## config.mk

```make
export PLATFORM = sky130hd
export DESIGN_NAME = dmem_arbiter
export DESIGN_NICKNAME = d
export VERILOG_FILES = /design/src/rtl/dmem_pkg.sv /design/src/rtl/dmem_addr_check.sv /design/src/rtl/dmem_arbiter.sv
export SDC_FILE = /design/constraint.sdc
export NUM_CORES = 1
export LEC_CHECK = 0
export CORE_AREA = 2 2 119 121
export CTS_BUF_LIST = sky130_fd_sc_hd__clkbuf_2
export DETAILED_ROUTE_END_ITERATION = 8
export DIE_AREA = 0 0 121 123
export PLACE_DENSITY = 0.6
export REMOVE_ABC_BUFFERS = 1
export SETUP_SLACK_MARGIN = 0.5
export SYNTH_ARGS = -nofsm -noshare
export SYNTH_HDL_FRONTEND = slang
export SYNTH_SLANG_ARGS = --single-unit
```

## constraint.sdc

```tcl
create_clock -name clk -period 2.45 [get_ports clk]
set_input_delay 0.6125 -clock clk [delete_from_list [all_inputs] [get_ports clk]]
set_output_delay 0.6125 -clock clk [all_outputs]
set_load 0.02 [all_outputs]
```

## src/rtl/dmem_pkg.sv

```systemverilog
// dmem_pkg: shared encodings and defaults for the data-memory arbiter
package dmem_pkg;
  typedef enum logic [1:0] {
    RESP_IDLE = 2'd0,
    RESP_P0   = 2'd1,
    RESP_P1   = 2'd2
  } resp_state_e;
  localparam logic [31:0] DMEM_BASE_ADDR = 32'h1001_0000;
  localparam logic PORT_CPU = 1'b0;
  localparam logic PORT_DMA = 1'b1;
endpackage

```

## src/rtl/dmem_addr_check.sv

```systemverilog
// dmem_addr_check: word-aligned, in-segment check of a byte address
module dmem_addr_check
  import dmem_pkg::*;
#(
  parameter int DATA_WIDTH = 32,
  parameter int MEMORY_DEPTH = 512,
  parameter logic [DATA_WIDTH-1:0] BASE_ADDR = DATA_WIDTH'(DMEM_BASE_ADDR)
) (
  input  logic [DATA_WIDTH-1:0] addr_i,
  output logic                  legal_o
);
  // One extra bit keeps the upper bound from wrapping near the top of the address space
  localparam logic [DATA_WIDTH:0] LO = {1'b0, BASE_ADDR};
  localparam logic [DATA_WIDTH:0] HI = LO + (DATA_WIDTH+1)'(4 * MEMORY_DEPTH - 4);
  assign legal_o = (addr_i[1:0] == 2'b00) && ({1'b0, addr_i} >= LO) && ({1'b0, addr_i} <= HI);
endmodule

```

## src/rtl/dmem_arbiter.sv

```systemverilog
// dmem_arbiter: round-robin share of the data memory between CPU and DMA with a one-cycle response
module dmem_arbiter
  import dmem_pkg::*;
#(
  parameter int DATA_WIDTH = 32,
  parameter int MEMORY_DEPTH = 512,
  parameter logic [DATA_WIDTH-1:0] BASE_ADDR = DATA_WIDTH'(DMEM_BASE_ADDR)
) (
  input  logic                  clk,
  input  logic                  reset,
  input  logic                  req0,
  input  logic                  req1,
  input  logic                  we0,
  input  logic                  we1,
  input  logic [DATA_WIDTH-1:0] addr0,
  input  logic [DATA_WIDTH-1:0] addr1,
  input  logic [DATA_WIDTH-1:0] wdata0,
  input  logic [DATA_WIDTH-1:0] wdata1,
  output logic                  gnt0,
  output logic                  gnt1,
  output logic                  rvalid0,
  output logic                  rvalid1,
  output logic [DATA_WIDTH-1:0] rdata0,
  output logic [DATA_WIDTH-1:0] rdata1,
  output logic                  err0,
  output logic                  err1,
  output logic [DATA_WIDTH-1:0] mem_Address,
  output logic [DATA_WIDTH-1:0] mem_WriteData,
  output logic                  mem_MemWrite,
  output logic                  mem_MemRead,
  input  logic [DATA_WIDTH-1:0] mem_ReadData
);
  logic last_gnt_q, port, any, we, legal, resp_err_q, resp_err_d;
  logic [DATA_WIDTH-1:0] addr, wdata, resp_data_q, resp_data_d;
  resp_state_e state_q, state_d;
  always_comb begin
    any = ~reset & (req0 | req1);
    port = (req0 & req1) ? ~last_gnt_q : req1;
    addr = (port == PORT_DMA) ? addr1 : addr0;
    wdata = (port == PORT_DMA) ? wdata1 : wdata0;
    we = (port == PORT_DMA) ? we1 : we0;
    state_d = ~any ? RESP_IDLE : (port == PORT_DMA) ? RESP_P1 : RESP_P0;
    resp_err_d = any & ~legal;
    resp_data_d = mem_MemRead ? mem_ReadData : '0;
  end
  dmem_addr_check #(
    .DATA_WIDTH(DATA_WIDTH),
    .MEMORY_DEPTH(MEMORY_DEPTH),
    .BASE_ADDR(BASE_ADDR)
  ) u_check (
    .addr_i(addr),
    .legal_o(legal)
  );
  assign gnt0 = any & (port == PORT_CPU);
  assign gnt1 = any & (port == PORT_DMA);
  assign mem_Address = any ? addr : '0;
  assign mem_WriteData = any ? wdata : '0;
  assign mem_MemWrite = any & we & legal;
  assign mem_MemRead = any & ~we & legal;
  always_ff @(posedge clk) begin
    if (reset) begin
      state_q <= RESP_IDLE;
      last_gnt_q <= PORT_DMA;
      resp_err_q <= 1'b0;
      resp_data_q <= '0;
    end else begin
      state_q <= state_d;
      resp_err_q <= resp_err_d;
      resp_data_q <= resp_data_d;
      if (any) last_gnt_q <= port;
    end
  end
  // Gating with reset drops a response that is still showing when reset arrives
  assign rvalid0 = ~reset & (state_q == RESP_P0);
  assign rvalid1 = ~reset & (state_q == RESP_P1);
  assign rdata0 = rvalid0 ? resp_data_q : '0;
  assign rdata1 = rvalid1 ? resp_data_q : '0;
  assign err0 = rvalid0 & resp_err_q;
  assign err1 = rvalid1 & resp_err_q;
endmodule

```

==> run metrics <==
count of pins over their slew limit 0; detailed placer's ending HPWL 10,300 um; Pleak 3.48 nW; peak ir drop on the vdd network 170 uV; # rows 43; fin crit share 105%; layout-stage area growth over the synthesis result 213%; overflow left after global routing 0; drt first-iter violations 170; delay of the slowest critical-path stage 0.26 ns; antenna violations before repair 0; setup slack after placement -0.956 ns; combined global-route utilization of all metal layers 20.2%; outcome finished, violations left; required time at the worst-slack endpoint 1.84 ns; hold bufs inserted after CTS 0; pin count of the biggest net entering global routing 33; cell type of the slowest stage on the worst timing path sky130_fd_sc_hd__a22oi_4; number of global-route vias before repair 4,097; type of the tightest min-delay check input pin to flop; area of the core 13,600 um2; port buffer count 301; failing checks setup timing; share of total power in combinational logic 53.6%; nature of the critical path endpoint primary output; endpoint arrival time on the critical path 1.97 ns; die boundary height 123 um; post-route standard cell area excluding fillers 7850 um2; number of I/O pins 302; DIE AREA 14,900 um2; compound-cell area share of the yosys netlist 19.8%; Area after DPL 5840 um2; Mean Syn Cell Area 7.62 um2; combinational family with the most area after synthesis simple AND/OR/NAND/NOR gates; clock insertion delay at the later pin of the skew report 0.38 ns; number of vias after detailed routing 4,135; area taken by flip-flops and latches 729 um2; area share of fa/ha/maj cells after synthesis 0%; number of distinct library cells after synthesis 26; Simple-Gate Fraction of Synth Area 44.7%; clock sinks 36; drt total wl 17,000 um; count of buffering cells on the critical path with inverters included 3; final core occ 57.7%; mux cell area share after synthesis 0.549%; effective utilization at floorplan 18.4%; Pwr Density 270 nW/um2; first-pass GRT wire length 23,200 um; fraction of final layout cells with drive strength greater than 1 60.7%; max-slew headroom at the worst pin 81.0%; RSZ-0062 raised after global routing yes; clock tree root buffer cell sky130_fd_sc_hd__clkbuf_2; Num CTS Buffers 5; Final Hold Vio Count 0; gpl congestion 0.929; number of antenna diodes 0; Clock Path Buffers 2; Post-Syn Instances 329; H-Tree Depth 2; fraction of synthesized cell area in xor and xnor cells 0%; Top Family by Delay on Critical Path buffers and inverters; relative contribution of sequential cells to total power 28.1%; Hold Worst Slack 0.544 ns; cell repeated most along the worst path sky130_fd_sc_hd__buf_4; cell chain of the critical path clkdlybuf4s15_1, nor4_4, buf_4, nand4_1, a22oi_4, nor3b_2, buf_4; Multi-input gate area 2310 um2; clock transition time at the flip-flop clock pins of the worst setup and hold paths 0.20 ns; post-detailed-route via-to-cell ratio 4.69; Yosys reg bits 36; Yosys warning count 0; top fanout value on the critical path 5; final count of negative-setup-slack endpoints 35; final antenna-violating net count 0; worst-margin pin slew 0.286 ns; final critical delay including setup and external delays 2.58 ns; setup clock skew after layout 0.0106 ns; sequential cell area fraction in the yosys report 28.7%; share of total power consumed by net switching 32.9%; slack of the worst reg-to-reg path 0.73 ns; kind of critical path input pin to primary output; DRC Markers 0; Netlist Area Pre-Place 2510 um2; maximum operating frequency 388 MHz; kind of start point of the critical path input pin; final worst slack -0.130 ns; # fillers 1,204; P_int 0.00142 W; detail-routed net length per standard cell 19.2 um; Die Wd 121 um; Total Nets Final 867; Max-Cap Viols 0; setup TNS -1.09 ns; power spent charging and discharging nets 0.000697 W; CTS tree built; fraction of power consumed by the clock network 18.4%; DR pass1 iterations 4
==> cell families (layout without fill, tap and decap cells) <==
group	after synthesis	in the layout
simple gates	192	192
compound gates	68	68
flops	36	36
buf+inv	32	405
mux	1	1
==> placed cells by master (no fill, tap or decap), types with 8 or more instances in the layout <==
cell type	instances
sky130_fd_sc_hd__clkdlybuf4s15_1	9
sky130_fd_sc_hd__buf_6	167
sky130_fd_sc_hd__buf_8	10
sky130_fd_sc_hd__nand2_2	15
sky130_fd_sc_hd__clkdlybuf4s50_1	116
sky130_fd_sc_hd__buf_4	29
sky130_fd_sc_hd__buf_12	11
sky130_fd_sc_hd__buf_2	14
sky130_fd_sc_hd__dlygate4sd2_1	13
sky130_fd_sc_hd__and2_4	66
sky130_fd_sc_hd__a21oi_2	27
sky130_fd_sc_hd__nand2_4	18
sky130_fd_sc_hd__dfxtp_1	33
sky130_fd_sc_hd__buf_16	14
sky130_fd_sc_hd__clkbuf_2	8
sky130_fd_sc_hd__and4_1	32
sky130_fd_sc_hd__a22o_1	32
sky130_fd_sc_hd__nand2_1	32
==> tightest hold or removal path, cell delays in order <==
cell and delay (ns):
sky130_fd_sc_hd__buf_6 0.08, sky130_fd_sc_hd__buf_6 0.09, sky130_fd_sc_hd__o21ai_0 0.07, sky130_fd_sc_hd__nand2b_1 0.07
==> through the flow <==
stage	std cells	total power, W
2_1_floorplan	297	0.000858
3_3_place_gp	803	0.00137
3_5_place_dp	803	0.00138
4_1_cts	866	0.00198
5_1_grt	882	0.00221
6_report	882	0.00212
==> Yosys cell counts, drive strengths merged <==
cell type  count  area (um2)
nand2b         1        6.26
a21bo          1        10.0
buf           16        97.6
and2          66         413
nor4b          2        17.5
nor2           7        28.8
nand4          4        25.0
and3           1        6.26
o21ai          1        5.00
nor3b          5        42.5
dfxtp         36         721
a22oi          1        21.3
a22o          32         280
a21oi         32         160
or2            1        6.26
a21boi         1        18.8
and4          32         280
nand2         65         244
mux2i          1        13.8
nor4           8        50.1
clkbuf        16        60.1
==> path summary, 6_finish.rpt <==
check | start | to | cells after the start
min | req1 | last_gnt_q | 4
max | addr1[25] | mem_MemWrite | 7
max reg2reg | last_gnt_q | resp_data_q[27] | 6
min reg2reg | last_gnt_q | last_gnt_q | 2
==> power groups by stage <==
stage | clock, W | combinational, W | sequential (W)
finish | 0.000389 | 0.00114 | 0.000595
global route | 0.000419 | 0.00119 | 0.000596
CTS | 0.000397 | 0.000987 | 0.000595
detailed placement | 0 | 0.000773 | 0.000606
global placement | 0 | 0.000766 | 0.000606
floorplan | 0 | 0.000253 | 0.000605
==> area by class of cell <==
type	count	share of cell area, %
clock buffers	6	0.383
clock inverters	2	0.446
multi-input cells	261	29.5
flip-flops and latches	36	9.29
well taps	180	2.87
repair buffers	397	57.5
==> flip-flops by register name, summed over array words and instances (netlist names) <==
name         count
resp_data_q     32
last_gnt_q       1
resp_err_q       1
state_q          2
==> what timing repair did <==
item | CTS | global route
hold endpoints to repair | 0 | 0
resized for setup | 1081 | 125
setup endpoints to repair | 168 | 136
pin swaps | 53 | 75
buffers inserted | 41 | 9
cloned | 14 | 7
==> layer usage <==
layer  global-route usage, %  routed length (um)  up-vias  share of wire, %
li1                        -                   -     1919                 -
met1                    22.6                6350     1990                37
met2                    38.8                9120      207                54
met3                    4.75                1220       19               7.2
met4                    4.14                 289        0               1.7
met5                       0                   0        -                 0
Power figures use the tool's default switching activity.
